File: src/rtl/rv32i_pkg.sv
// Shared RV32I definitions: datapath widths and the data-memory boot controller state encoding.
package rv32i_pkg;

  localparam int unsigned DPW = 32;
  localparam int unsigned ADW = 32;

  typedef enum logic [1:0] {
    LOAD = 2'd0,
    RUN  = 2'd1,
    HALT = 2'd2
  } dmem_state_e;

endpackage

File: src/rtl/dmem_arb.sv
// Data-memory port arbiter: core-priority grant in RUN with a host starvation guard,
// host-owned port in LOAD/HALT, and the combinational mem_* mux.
module dmem_arb #(
  parameter int unsigned DPW        = 32,
  parameter int unsigned ADW        = 32,
  parameter int unsigned STARVE_LIM = 8
) (
  input  logic                     clk,
  input  logic                     rst,
  input  rv32i_pkg::dmem_state_e   state,
  input  logic                     host_valid,
  input  logic                     host_we,
  input  logic                     host_bad,
  input  logic [ADW-1:0]           host_addr,
  input  logic [DPW-1:0]           host_wdata,
  input  logic                     core_req,
  input  logic                     core_we,
  input  logic [ADW-1:0]           core_addr,
  input  logic [DPW-1:0]           core_wdata,
  output logic                     host_gnt,
  output logic                     starve_gnt,
  output logic                     mem_en,
  output logic                     mem_we,
  output logic [ADW-1:0]           mem_addr,
  output logic [DPW-1:0]           mem_wdata
);
  import rv32i_pkg::*;

  localparam int unsigned CntW = $clog2(STARVE_LIM + 1);
  localparam logic [CntW-1:0] Lim = CntW'(STARVE_LIM);
  localparam logic [ADW-1:0] WordMask = ~ADW'(3);

  logic [CntW-1:0] cnt_q, cnt_d;
  logic            core_gnt;
  logic            starved;

  assign starved = (cnt_q == Lim);

  always_comb begin
    host_gnt   = 1'b0;
    core_gnt   = 1'b0;
    starve_gnt = 1'b0;
    if (!rst) begin
      case (state)
        LOAD, HALT: host_gnt = 1'b1;
        RUN: begin
          if (!core_req) begin
            host_gnt = 1'b1;
          end else if (starved) begin
            host_gnt   = 1'b1;
            starve_gnt = 1'b1;
          end else begin
            core_gnt = 1'b1;
          end
        end
        default: ;
      endcase
    end
  end

  // Counts consecutive denied host cycles; only meaningful inside RUN.
  always_comb begin
    cnt_d = cnt_q;
    if (state != RUN || host_gnt || !host_valid) begin
      cnt_d = '0;
    end else if (!starved) begin
      cnt_d = cnt_q + 1'b1;
    end
  end

  always_ff @(posedge clk) begin
    if (rst) begin
      cnt_q <= '0;
    end else begin
      cnt_q <= cnt_d;
    end
  end

  always_comb begin
    mem_en    = 1'b0;
    mem_we    = 1'b0;
    mem_addr  = '0;
    mem_wdata = '0;
    if (host_gnt && host_valid && !host_bad) begin
      mem_en    = 1'b1;
      mem_we    = host_we;
      mem_addr  = host_addr & WordMask;
      mem_wdata = host_wdata;
    end else if (core_gnt) begin
      mem_en    = 1'b1;
      mem_we    = core_we;
      mem_addr  = core_addr & WordMask;
      mem_wdata = core_wdata;
    end
  end

endmodule

File: src/rtl/dmem_boot_ctrl.sv
// Boot/access controller for the RV32I data memory: holds the core in reset during host preload,
// then shares the port. Optional sticky misalignment error enabled by DMEM_BOOT_CTRL_ERR_EN.
module dmem_boot_ctrl #(
  parameter int unsigned DPW        = rv32i_pkg::DPW,
  parameter int unsigned ADW        = rv32i_pkg::ADW,
  parameter int unsigned STARVE_LIM = 8
) (
  input  logic           clk,
  input  logic           rst,
  input  logic           host_valid,
  output logic           host_ready,
  input  logic           host_we,
  input  logic [ADW-1:0] host_addr,
  input  logic [DPW-1:0] host_wdata,
  output logic [DPW-1:0] host_rdata,
  output logic           host_rvalid,
  input  logic           host_go,
  input  logic           host_halt,
  output logic           core_rst,
  input  logic           core_req,
  input  logic           core_we,
  input  logic [ADW-1:0] core_addr,
  input  logic [DPW-1:0] core_wdata,
  output logic [DPW-1:0] core_rdata,
  output logic           core_stall,
  output logic           mem_en,
  output logic           mem_we,
  output logic [ADW-1:0] mem_addr,
  output logic [DPW-1:0] mem_wdata,
  input  logic [DPW-1:0] mem_rdata,
  output logic [1:0]     state
`ifdef DMEM_BOOT_CTRL_ERR_EN
  ,
  output logic           err
`endif
);
  import rv32i_pkg::*;

  dmem_state_e state_q, state_d;
  logic        host_gnt;
  logic        starve_gnt;
  logic        host_bad;
  logic        host_acc;
  logic        rvalid_q;

  always_comb begin
    state_d = state_q;
    case (state_q)
      LOAD:    if (host_go) state_d = RUN;
      RUN:     if (host_halt) state_d = HALT;
      HALT:    if (host_go && !host_halt) state_d = RUN;
      default: state_d = LOAD;
    endcase
  end

  always_ff @(posedge clk) begin
    if (rst) begin
      state_q <= LOAD;
    end else begin
      state_q <= state_d;
    end
  end

`ifdef DMEM_BOOT_CTRL_ERR_EN
  logic err_q;

  assign host_bad = (host_addr[1:0] != 2'b00);

  always_ff @(posedge clk) begin
    if (rst) begin
      err_q <= 1'b0;
    end else if (host_acc && host_bad) begin
      err_q <= 1'b1;
    end
  end

  assign err = err_q;
`else
  assign host_bad = 1'b0;
`endif

  dmem_arb #(
    .DPW        (DPW),
    .ADW        (ADW),
    .STARVE_LIM (STARVE_LIM)
  ) u_arb (
    .clk        (clk),
    .rst        (rst),
    .state      (state_q),
    .host_valid (host_valid),
    .host_we    (host_we),
    .host_bad   (host_bad),
    .host_addr  (host_addr),
    .host_wdata (host_wdata),
    .core_req   (core_req),
    .core_we    (core_we),
    .core_addr  (core_addr),
    .core_wdata (core_wdata),
    .host_gnt   (host_gnt),
    .starve_gnt (starve_gnt),
    .mem_en     (mem_en),
    .mem_we     (mem_we),
    .mem_addr   (mem_addr),
    .mem_wdata  (mem_wdata)
  );

  assign host_ready = host_gnt;
  assign host_acc   = host_valid && host_gnt;

  always_ff @(posedge clk) begin
    if (rst) begin
      rvalid_q <= 1'b0;
    end else begin
      rvalid_q <= host_acc && !host_we && !host_bad;
    end
  end

  // Gating with rst drops a read response that is in flight when reset arrives.
  assign host_rvalid = rvalid_q && !rst;
  assign host_rdata  = host_rvalid ? mem_rdata : '0;
  assign core_rdata  = mem_rdata;

  assign core_rst   = rst || (state_q == LOAD);
  assign core_stall = !rst && ((state_q == HALT) || starve_gnt);
  assign state      = state_q;

endmodule

File: config.mk
export PLATFORM = sky130hd
export DESIGN_NAME = dmem_boot_ctrl
export DESIGN_NICKNAME = d
export VERILOG_FILES = /design/src/rtl/rv32i_pkg.sv /design/src/rtl/dmem_arb.sv /design/src/rtl/dmem_boot_ctrl.sv
export SDC_FILE = /design/constraint.sdc
export NUM_CORES = 1
export LEC_CHECK = 0
export CORE_AREA = 2 2 117 119
export CTS_CLUSTER_DIAMETER = 80
export DETAILED_ROUTE_END_ITERATION = 16
export DIE_AREA = 0 0 119 121
export GPL_TIMING_DRIVEN = 0
export PLACE_DENSITY = 0.67
export SLEW_MARGIN = 10
export SYNTH_ARGS = -nofsm -noshare
export SYNTH_HDL_FRONTEND = slang
export SYNTH_HIERARCHICAL = 1
export SYNTH_SLANG_ARGS = --single-unit
export TNS_END_PERCENT = 100
File: constraint.sdc
create_clock -name clk -period 4.66 [get_ports clk]
set_clock_uncertainty 0.15 [all_clocks]
set_input_delay 0.466 -clock clk [delete_from_list [all_inputs] [get_ports clk]]
set_output_delay 0.466 -clock clk [all_outputs]
set_load 0.005 [all_outputs]
After elaboration in Yosys (flattened, before gate mapping) --
Index checks and enable logic that the tools add are counted.
Word-level totals: bits in registers 7, latch bits 0, bits in writable memories 0, ROM bits 0, bits of input ports 168, output and inout bits 136, memories kept 0
Cells by class: $add $sub $neg 1, multiply operators 0, div/mod/pow operators 0, order comparisons 0, equal/unequal tests 7, shift-type cells 0, muxes and demuxes 24, bitwise gates (word level) 0, reductions and logical operators 17
Operator list (count):
- 32-bit two-way mux | 5
- 1-bit two-way mux | 14
- 2-bit two-way mux | 3
- 2-bit inequality test, second input constant | 3
- 2-bit one-hot mux with 3 select lines | 1
- 1-bit logical AND | 5
- 4-bit by 1-bit adder with 4-bit output, second input constant | 1
- 4-bit == test, second input constant | 1
- 1-bit logical NOT | 4
- 1-bit logical OR | 4
- 2-bit OR reduction | 2
- 3-bit AND reduction | 1
- 2-bit by 1-bit == test with 1-bit output, second input constant | 1
- 2-bit == test, second input constant | 1
- 2-bit logical NOT | 1
- 2-bit by 1-bit inequality test with 1-bit output, second input constant | 1
- 1-bit one-hot mux with 2 select lines | 1

Longest topological paths before layout --
depth after elaboration 8, gate-level depth with buffers 8

By module --
The synthesis kept the hierarchy.
Modules (own cells, without submodules):
- dmem_arb | instances 1, cells each 110, area an instance 964.7 um^2, sequential area each 80.1 um^2
- dmem_boot_ctrl | instances 1, cells each 85, area an instance 686.9 um^2, sequential area each 60.1 um^2

Worst setup path after synthesis --
No wires, ideal clock.
kind reg2out, start point register u_arb.cnt_q[0], end point output mem_addr[10], arrival 1457 ps, required time 4044 ps, slack 2587 ps, cell stages (with the launch flop) 8, path through dfxtp_1 -> inv_1 -> ha_1 -> and4bb_1 -> o21a_1 -> buf_6 -> buf_6 -> a22o_1
On the way: word-level cells in the longest chain between the ends 7
Ends and longest elaborated chain:
- from (decl) | RTL line dmem_arb.sv:33 | logic [CntW-1:0] cnt_q, cnt_d;
- from (signal assigned) | RTL line dmem_arb.sv:75 | cnt_q <= cnt_d;
- 4-bit == test * | RTL line dmem_arb.sv:37 | assign starved = (cnt_q == Lim);
- 1-bit two-way mux | RTL line dmem_arb.sv:49 | end else if (starved) begin
- 1-bit two-way mux | RTL line dmem_arb.sv:47 | if (!core_req) begin
- 1-bit one-hot mux with 2 select lines or 1-bit two-way mux (tied branches) | RTL line dmem_arb.sv:44 | case (state)
- 1-bit two-way mux | RTL line dmem_arb.sv:43 | if (!rst) begin
- 1-bit logical AND or 32-bit two-way mux (tied branches) | RTL line dmem_arb.sv:84, dmem_arb.sv:89
- 32-bit two-way mux * | RTL line dmem_arb.sv:84 | if (host_gnt && host_valid && !host_bad) begin
- to (decl) | RTL line dmem_boot_ctrl.sv:28 | output logic [ADW-1:0] mem_addr,
Mark *: on every way between the ends. The rest lies on a longest branch, timed or not.

Final worst setup path --
start point input rst, end point output mem_addr[8]
On the way: word-level cells in the longest chain between the ends 3
Ends and longest elaborated chain:
- from (decl) | RTL line dmem_boot_ctrl.sv:9 | input logic rst,
- 1-bit two-way mux | RTL line dmem_arb.sv:43
- 32-bit two-way mux or 1-bit logical AND (tied branches) | RTL line dmem_arb.sv:89, dmem_arb.sv:84
- 32-bit two-way mux * | RTL line dmem_arb.sv:84
Marks and branches as above.

==> key figures <==
Routing
  – Number of nets with antenna violations after routing: 0
  – Detailed Routing Iterations Pass 1: 4
  – Mean number of vias per cell: 3.90
  – Post-route DRC violation count: 0
  – Routed wirelength normalized by instance count: 14.3 um
  – Total via count in the routed design: 2,628
  – DRT iter0 DRCs: 40
  – Routed WL: 9.60 mm

Yosys
  – Synthesized area per cell: 8.47 um2
  – Number of warnings printed during yosys synthesis: 6
  – Share of synthesized flip-flops with an asynchronous set or reset: 0%
  – Leading register cell type out of synthesis: dfxtp_1
  – Synth Register Bits: 7
  – Gate count of the mapped netlist: 195
  – Number of unique standard cell types used by synthesis: 33
  – Syn Std Cell Area: 1650 um2
  – Number of enable-type register cells in the synthesized netlist: 0
  – Seq/Total Area, Yosys: 8.48%

Placed design
  – Number of input and output port buffers inserted: 297
  – Placed wire-length estimate: 8.43 mm
  – Gpl congestion: 0.799
  – DP Worst Slack: 1.28 ns

Clock network
  – Clock sink total: 7
  – Depth of the CTS H-tree: 1
  – Cts hold-fix bufs: 0
  – Source-to-sink clock delay at the later pin of the worst-skew pair: 0.23 ns
  – TritonCTS buffer count: 3
  – Root buf cell: clkbuf_16
  – Longest Clk Path Bufs: 2
  – Number of buffers inserted by post-CTS setup repair: 0
  – Resize count post-CTS: 0
  – CTS tree: yes
  – Worst-path clk slew: 0.04 ns

Die
  – Die area: 14,400 um2
  – Site row count: 42
  – Core Box Area: 13,100 um2
  – Die outline width: 119 um
  – Initial Util: 12.6%
  – Die height: 121 um
  – Top-level port count: 304

Worst setup path
  – Max FO, Critical Path: 10
  – Worst setup EP type: output pin
  – Critical path startpoint category: primary input
  – Worst endpoint data arrival time: 2.73 ns
  – Required time at the worst-slack endpoint: 4.04 ns
  – Critical path start-end classification: primary input to output pin

Timing
  – Achievable Freq: 0.299 GHz
  – Hold WS: 0.334 ns
  – Setup ws final: 1.32 ns
  – Number of slew-limit violations in the final report: 0
  – Unrepaired setup endpoints after global routing: no
  – Final setup violation count: 0
  – Final min period: 3.34 ns
  – Final hold violation count: 0
  – Total negative slack for setup checks: 0 ns
  – Period utilisation layout: 71.8%

GRT
  – Vias in the first global route: 2,724
  – Pin count of the biggest net entering global routing: 11
  – Total global routing overflow: 0
  – Global-route wire length before repair: 14.2 mm
  – Antenna violations before repair: 0
  – Tot GR Track Use: 12.2%

Cells and area
  – Commonest cells after routing, fill and taps aside: clkdlybuf4s50_1 (297), a22o_1 (63), buf_4 (34)
  – Diode insertion count for antenna repair: 0
  – Net count, final: 668
  – P&R area growth vs syn: 198%
  – Most common cell after layout, fill and taps aside: clkdlybuf4s50_1
  – Fraction of final layout cells sized beyond drive strength 1: 15.9%

Power
  – Power density of the placed cells: 112 nW/um2
  – Final Power: 554 uW
  – Peak supply drop: 0.0898 mV
  – Leakage power total: 0.00196 uW

Flow run
  – Maximum capacitance violations: 0

Outcome
  – Result of the run: finished clean

Worst hold path
  – Type of the tightest min-delay check: flop to flop
## through the flow
stage	area, um2	cells	util, %
floorplan	1660	196	-
global placement	4850	669	37.1
detailed placement	4850	669	37.1
CTS	4930	673	37.7
global route	4930	673	37.7
finish	4930	673	37.7
## critical path: stages
cell             delay (ns)
clkdlybuf4s50_1        0.60
and4bb_1               0.38
and2_1                 0.12
buf_2                  0.16
buf_6                  0.17
buf_6                  0.14
a22o_1                 0.17
clkdlybuf4s50_1        0.51
## path summary, 6_finish.rpt
kind | startpoint | end | slack [ns] | cells past startpoint
worst min register to register | u_arb/cnt_q[3] | u_arb/cnt_q[3] | 0.33 | 2
worst max register to register | state[1] | u_arb/cnt_q[0] | 3.06 | 5
worst min-delay path | u_arb/cnt_q[3] | u_arb/cnt_q[3] | 0.33 | 2
worst max-delay path | rst | mem_addr[8] | 1.32 | 8
## Yosys cell counts (2+ instances only)
cell type	count	area, um2
a22o_1	63	552
buf_4	34	255
and2_4	19	166
buf_6	14	158
and2_1	11	68.8
dfxtp_1	7	140
nor2_1	5	18.8
buf_2	4	20.0
and2_2	3	22.5
and3_1	3	18.8
inv_1	3	11.3
and4bb_1	2	25.0
conb_1	2	7.51
ha_1	2	25.0
nand2_1	2	7.51
nand2b_1	2	12.5
nand3_1	2	10.0
nor2b_1	2	12.5
## registers in the layout, summed over array words and instances (netlist names)
signal / flops
u_arb/cnt_q: 4
state: 2
rvalid_q: 1
## layout make-up
type | count | area (um2)
clock buffers | 4 | 78.8
plain buffers | 52 | 433
repair buffers | 297 | 2970
multi-input cells | 134 | 1070
flip-flops and latches | 7 | 140
inverters | 3 | 11.3
fillers | 1288 | 8160
well taps | 176 | 220
## where the power goes
part           leakage [uW]  switching, uW  internal (uW)
combinational       0.00186           89.4            253
clock             0.0000382           32.2            114
sequential        0.0000569           3.39           62.3
## cell families after synthesis
| group | synth area share (%) |
|---|---|
| xor+xnor | 0.530 |
| buf+inv | 26.9 |
| simple gates | 25.6 |
| compound gates | 35.9 |
| flops | 8.48 |
| mux | 0.606 |
| fa+ha+maj | 1.51 |
| other cells | 0.455 |
## layer usage
layer,global-route usage [%],wire (um),up-vias
met2,24.1,5310,124
met4,2.90,146,0
met5,0,0,-
met3,2.58,608,11
met1,13.0,3530,1211
li1,-,-,1282
(Power assumes the default switching activity.)
